[src/rtl/rand_sched_pkg.sv]
// Shared types, constants and the range-to-mask helper for rand_request_scheduler.
package rand_sched_pkg;

  typedef enum logic [1:0] {IDLE, DRAW, DELIVER} state_t;

  localparam logic [15:0] LFSR_TAPS_16 = 16'hB400;
  localparam logic [15:0] DEFAULT_SEED = 16'hACE1;
  localparam int          MASK_W       = 32;

  // Smear the highest set bit downward: smallest 2^k-1 >= rng (0 -> 0).
  function automatic logic [MASK_W-1:0] range_mask(input logic [MASK_W-1:0] rng);
    logic [MASK_W-1:0] m;
    m = rng;
    for (int s = 1; s < MASK_W; s = s * 2) begin
      m = m | (m >> s);
    end
    return m;
  endfunction

endpackage

[src/rtl/lfsr_core.sv]
// Free-running right-shift Galois LFSR with an optional synchronous load (zero data loads SEED).
module lfsr_core
  import rand_sched_pkg::*;
#(
  parameter int               WIDTH = 16,
  parameter logic [WIDTH-1:0] TAPS  = WIDTH'(LFSR_TAPS_16),
  parameter logic [WIDTH-1:0] SEED  = WIDTH'(DEFAULT_SEED)
) (
  input  logic             clk,
  input  logic             resetN,
  input  logic             load,
  input  logic [WIDTH-1:0] load_data,
  output logic [WIDTH-1:0] state
);

  logic [WIDTH-1:0] state_next;

  always_comb begin
    state_next = state >> 1;
    if (state[0]) state_next = state_next ^ TAPS;
  end

  always_ff @(posedge clk or negedge resetN) begin
    if (!resetN)              state <= SEED;
    else if (load)            state <= (load_data == '0) ? SEED : load_data;
    else                      state <= state_next;
  end

endmodule

[src/rtl/rand_request_scheduler.sv]
// Round-robin sharing of one LFSR among NUM_REQ requesters, bounded rejection sampling into 0..range.
// Optional feature: define RAND_SCHED_RESEED_EN to add the reseed_valid/reseed_data load ports.
module rand_request_scheduler
  import rand_sched_pkg::*;
#(
  parameter int                   NUM_REQ   = 4,
  parameter int                   OUT_BITS  = 4,
  parameter int                   LFSR_BITS = 16,
  parameter logic [LFSR_BITS-1:0] SEED      = LFSR_BITS'(DEFAULT_SEED),
  parameter int                   MAX_RETRY = 4
) (
  input  logic                               clk,
  input  logic                               resetN,
  input  logic [NUM_REQ-1:0]                 req,
  input  logic [NUM_REQ-1:0][OUT_BITS-1:0]   range,
`ifdef RAND_SCHED_RESEED_EN
  input  logic                               reseed_valid,
  input  logic [LFSR_BITS-1:0]               reseed_data,
`endif
  output logic [NUM_REQ-1:0]                 grant,
  output logic [OUT_BITS-1:0]                rand_out,
  output logic                               rand_valid
);

  localparam int IDX_W   = $clog2(NUM_REQ);
  localparam int RETRY_W = (MAX_RETRY > 1) ? $clog2(MAX_RETRY) : 1;
  localparam logic [RETRY_W-1:0] LAST_TRY = RETRY_W'(MAX_RETRY - 1);

  state_t                state, state_next;
  logic [IDX_W-1:0]      winner, winner_next, rr_ptr, rr_next, pick, cand;
  logic [RETRY_W-1:0]    retry_cnt, retry_next;
  logic [NUM_REQ-1:0]    grant_next;
  logic                  valid_next;
  logic [OUT_BITS-1:0]   out_next;
  logic [OUT_BITS-1:0]   range_lat, result, result_next, mask, masked;
  logic [LFSR_BITS-1:0]  lfsr;
  logic                  lfsr_load;
  logic [LFSR_BITS-1:0]  lfsr_load_data;
  logic                  lfsr_unused;

`ifdef RAND_SCHED_RESEED_EN
  assign lfsr_load      = reseed_valid;
  assign lfsr_load_data = reseed_data;
`else
  assign lfsr_load      = 1'b0;
  assign lfsr_load_data = '0;
`endif

  lfsr_core #(
    .WIDTH (LFSR_BITS),
    .TAPS  (LFSR_BITS'(LFSR_TAPS_16)),
    .SEED  (SEED)
  ) u_lfsr (
    .clk       (clk),
    .resetN    (resetN),
    .load      (lfsr_load),
    .load_data (lfsr_load_data),
    .state     (lfsr)
  );

  // Only the low OUT_BITS feed draws; the rest of the register is the generator's internal state.
  assign lfsr_unused = ^lfsr;

  assign mask   = OUT_BITS'(range_mask(MASK_W'(range_lat)));
  assign masked = lfsr[OUT_BITS-1:0] & mask;

  // Lowest rotation offset wins, so iterate downward and let later hits override.
  always_comb begin
    pick = rr_ptr;
    cand = '0;
    for (int i = NUM_REQ; i >= 1; i--) begin
      cand = IDX_W'((int'(rr_ptr) + i) % NUM_REQ);
      if (req[cand]) pick = cand;
    end
  end

  always_comb begin
    state_next  = state;
    winner_next = winner;
    retry_next  = retry_cnt;
    rr_next     = rr_ptr;
    grant_next  = '0;
    valid_next  = 1'b0;
    out_next    = rand_out;
    result_next = result;
    case (state)
      IDLE: begin
        if (|req) begin
          winner_next = pick;
          retry_next  = '0;
          state_next  = DRAW;
        end
      end
      DRAW: begin
        if (!req[winner]) begin
          state_next = IDLE;
        end else if (masked <= range_lat) begin
          result_next = masked;
          state_next  = DELIVER;
        end else if (retry_cnt == LAST_TRY) begin
          // masked <= mask <= 2*range, so this wraps back into 0..range.
          result_next = masked - (range_lat + 1'b1);
          state_next  = DELIVER;
        end else begin
          retry_next = retry_cnt + 1'b1;
        end
      end
      DELIVER: begin
        grant_next = NUM_REQ'(1) << winner;
        valid_next = 1'b1;
        out_next   = result;
        rr_next    = winner;
        state_next = IDLE;
      end
      default: state_next = IDLE;
    endcase
  end

  always_ff @(posedge clk or negedge resetN) begin
    if (!resetN) begin
      state      <= IDLE;
      winner     <= '0;
      rr_ptr     <= IDX_W'(NUM_REQ - 1);
      retry_cnt  <= '0;
      grant      <= '0;
      rand_valid <= 1'b0;
      rand_out   <= '0;
    end else begin
      state      <= state_next;
      winner     <= winner_next;
      rr_ptr     <= rr_next;
      retry_cnt  <= retry_next;
      grant      <= grant_next;
      rand_valid <= valid_next;
      rand_out   <= out_next;
    end
  end

  always_ff @(posedge clk) begin
    if (state == IDLE && |req) range_lat <= range[pick];
    result <= result_next;
  end

endmodule

[config.mk]
export PLATFORM = sky130hd
export DESIGN_NAME = rand_request_scheduler
export DESIGN_NICKNAME = d
export VERILOG_FILES = /design/src/rtl/rand_sched_pkg.sv /design/src/rtl/lfsr_core.sv /design/src/rtl/rand_request_scheduler.sv
export SDC_FILE = /design/constraint.sdc
export NUM_CORES = 1
export LEC_CHECK = 0
export BUFFER_PORTS_ARGS = -buffer_cell sky130_fd_sc_hd__buf_4
export CAP_MARGIN = 20
export CORE_MARGIN = 10
export CORE_UTILIZATION = 33
export DETAILED_ROUTE_END_ITERATION = 12
export PLACE_DENSITY = 0.63
export SLEW_MARGIN = 20
export SYNTH_ARGS = -nofsm -noshare
export SYNTH_HDL_FRONTEND = slang
export SYNTH_SLANG_ARGS = --single-unit
[constraint.sdc]
create_clock -name clk -period 2.85 [get_ports clk]
set_input_delay 0 -clock clk [delete_from_list [all_inputs] [get_ports clk]]
set_output_delay 0 -clock clk [all_outputs]
set_load 0.05 [all_outputs]
==> run_results.csv <==
group,metric,value,unit
global_routing,overflow,0,
power_and_ir_drop,power_switching,696,µW
power_and_ir_drop,p_leak,0.00108,µW
clock_tree,clockBufferDepth,2,
global_routing,grt_pass1_wl,5830,µm
layout,fillers,471,
synthesis,synth_edf_count,8,
synthesis,synthAdderAreaFrac,4.65,%
synthesis,synthCells,128,
layout,num_antenna_cells,0,
layout,seq_area,1080,µm²
placement,hpwlAfterDp,2640,µm
synthesis,yosysTopAreaCell,"dfrtp_1",
clock_tree,cts_root_buffer,"clkbuf_8",
synthesis,ys_ff_latch,41,
synthesis,syn-mean-instance-area,13.9,µm²
layout,synthToLayoutAreaGrowth,23.2,%
floorplanning,ios,31,
critical_path,cp-end-kind,"flop",
layout,drive_gt1_share,36.1,%
synthesis,async_flop_share,80.5,%
global_routing,grt_max_degree,34,
clock_tree,cts_inserted_buffers,5,
sta,slew_headroom,61.2,%
synthesis,yosysWarningCount,0,
floorplanning,initial_core_util,34.3,%
placement,gp_congestion,0.882,
synthesis,synth_most_common_cell,"dfrtp_1",
sta,tns,0,ns
sta,setup_violations,0,
critical_path,worstPathMaxFanout,6,
clock_tree,cts_sinks,41,
power_and_ir_drop,power_frac_clock,19.9,%
layout,multiInputGateArea,652,µm²
floorplanning,die-height,93.4,µm
global_routing,antenna_found_initial,0,
power_and_ir_drop,power_switching_share,35.9,%
drt,drt_wl_total,3360,µm
critical_path,critPathKind,"flop to flop",
clock_tree,cts_tree,"yes",
layout,fin_util,42.3,%
synthesis,synth_cell_types,33,
placement,portBuffers,30,
clock_tree,cts_max_level,2,
synthesis,synth_fp_nets,156,
synthesis,dominantRegCellSynth,"dfrtp_1",
sta,period_share,87.8,%
power_and_ir_drop,power_frac_seq,45.4,%
sta,min_period,2.50,ns
synthesis,synth-simple-area-share,10.4,%
clock_tree,postCtsSetupBuffers,0,
synthesis,yosysSeqAreaShare,60.7,%
sta,hold_violations,0,
drt,dr.pass1.iters,4,
critical_path,startpoint_type,"flop",
drt,drtAntennaViolNets,0,
synthesis,synth.cells.most_frequent,"23 x dfrtp_1, 21 x nand2_1, 10 x dfstp_2, 10 x inv_1, 8 x edfxtp_1",
critical_path,cp.arrival,2.55,ns
sta,slew_violations,0,
floorplanning,core,5170,µm²
clock_tree,clk_pin_slew,0.08,ns
worst_hold_path,min_path_type,"primary input to flop",
floorplanning,fp.dieW,93.4,µm
outcome,status,"complete, no violations",
drt,vias,1081,
power_and_ir_drop,powerDensity,888,nW/µm²
layout,nets,193,
global_routing,grt_pass1_vias,1202,
job,max-cap-violations,0,
synthesis,synthMuxAreaShare,11.3,%
critical_path,required,2.90,ns
synthesis,synth-xor-area-share,1.97,%
floorplanning,fp-row-count,26,
drt,viasPerCell,4.58,
sta,clock.fmax,400,MHz
synthesis,synth.top_cell.area_share,32.4,%
drt,wl_per_cell,14.3,µm
synthesis,yosys-top-cells-area,"dfrtp_1 32%, dfstp_2 15%, edfxtp_1 14%",
sta,skew,0.00905,ns
power_and_ir_drop,share_comb_of_total_power,34.7,%
floorplanning,die_area,8710,µm²
power_and_ir_drop,power_report.internal_total,1250,µW
sta,grt_setup_unrepaired,"false",
drt,initialDrtViolationCount,22,
synthesis,synth_top_family_by_area,"multiplexers",
clock_tree,clk-insertion-delay-late,0.29,ns
sta,worst_pin_slew,0.574,ns
global_routing,grt_use_total,8.49,%
synthesis,syn_area,1780,µm²
power_and_ir_drop,ir_worst_vdd,343,µV
drt,drc,0,
synthesis,synth_compound_area_share,8.39,%
-- layout by cell type, fill, tap and decap left out, types with 2 or more instances in the layout --
cell type	count
dfrtp_1	23
buf_4	30
mux2_2	4
edfxtp_1	8
mux4_2	4
a22oi_1	3
mux2i_1	4
nand2_1	21
o21a_1	3
nor2_1	5
ha_1	5
nand2b_1	2
inv_1	10
a21o_1	2
clkbuf_8	6
o21ai_1	2
dfstp_2	10
nor2b_1	2
xor2_1	4
-- power groups by stage --
stage          sequential (µW)  clock [µW]  combinational (µW)
6_report                   881         386                 674
5_1_grt                    903         424                 746
4_1_cts                    883         400                 686
3_5_place_dp               893           0                 684
3_3_place_gp               887           0                 665
2_1_floorplan              987           0                 394
-- logic make-up (layout without fill, tap and decap cells) --
logic type | after synthesis | in the layout
buffers and inverters | 12 | 50
adders and majority gates | 6 | 6
DFF | 41 | 41
xor gates and xnor gates | 4 | 4
AOI/OAI and AO/OA | 16 | 16
and+or+nand+nor | 36 | 36
muxes | 13 | 13
-- path summary, 6_finish.rpt --
kind,startpoint,end,slack [ns],cells after the start
hold / removal,range[6],range_lat[2],0.1,2
setup / recovery,range_lat[3],result[2],0.35,6
hold reg to reg,u_lfsr.state[12],u_lfsr.state[11],0.36,0
setup reg to reg,range_lat[3],result[2],0.35,6
max in group asynchronous,resetN,u_lfsr.state[7],2.35,2
min in group asynchronous,resetN,rand_out[3],0.18,2
-- metal layers --
layer  track usage [%]  wire length [µm]
met1              8.79              1330
met2              15.2              1820
met3              2.32               120
met4              4.63                85
met5                 0                 0
-- flip-flops by register name, indices dropped and copies added (netlist names) --
name / cells
state: 2
u_lfsr.state: 16
result: 4
winner: 2
grant: 4
rand_valid: 1
rr_ptr: 2
range_lat: 4
retry_cnt: 2
rand_out: 4
-- through the flow --
step / setup WS [ns] / area [µm²] / hold slack, ns / total power (µW) / cells
final: 0.348 / 2190 / 0.0978 / 1940 / 236
after global routing: 0.145 / 2190 / 0.0965 / 2070 / 236
after CTS: 0.350 / 2190 / 0.0850 / 1970 / 236
after detailed placement: 0.359 / 2080 / -0.0412 / 1580 / 227
after global placement: 0.487 / 2080 / -0.0497 / 1550 / 227
after floorplan: 0.580 / 1780 / -0.296 / 1380 / 128
-- worst max-delay path, cell delays in order, from the launching register on --
cell and delay (ns):
edfxtp_1 0.48, o41ai_1 0.62, inv_1 0.09, ha_1 0.31
nand3_1 0.14, nand2_1 0.24, mux2_2 0.37
-- final cells by class --
class	count	area share (%)
clock buffer	7	3.95
clock inverter	1	0.286
inverter	11	1.89
multi-input combinational	75	29.8
sequential	41	49.3
tap	70	4.00
timing repair buffer	31	10.8
-- what timing repair did --
item | in CTS | in global routing
hold buffers | 1 | 0
endpoints found under the setup margin | 0 | 0
resized for setup | 0 | 0
hold endpoints to repair | 33 | 0
No activity file was read; power rests on OpenSTA's default activity.
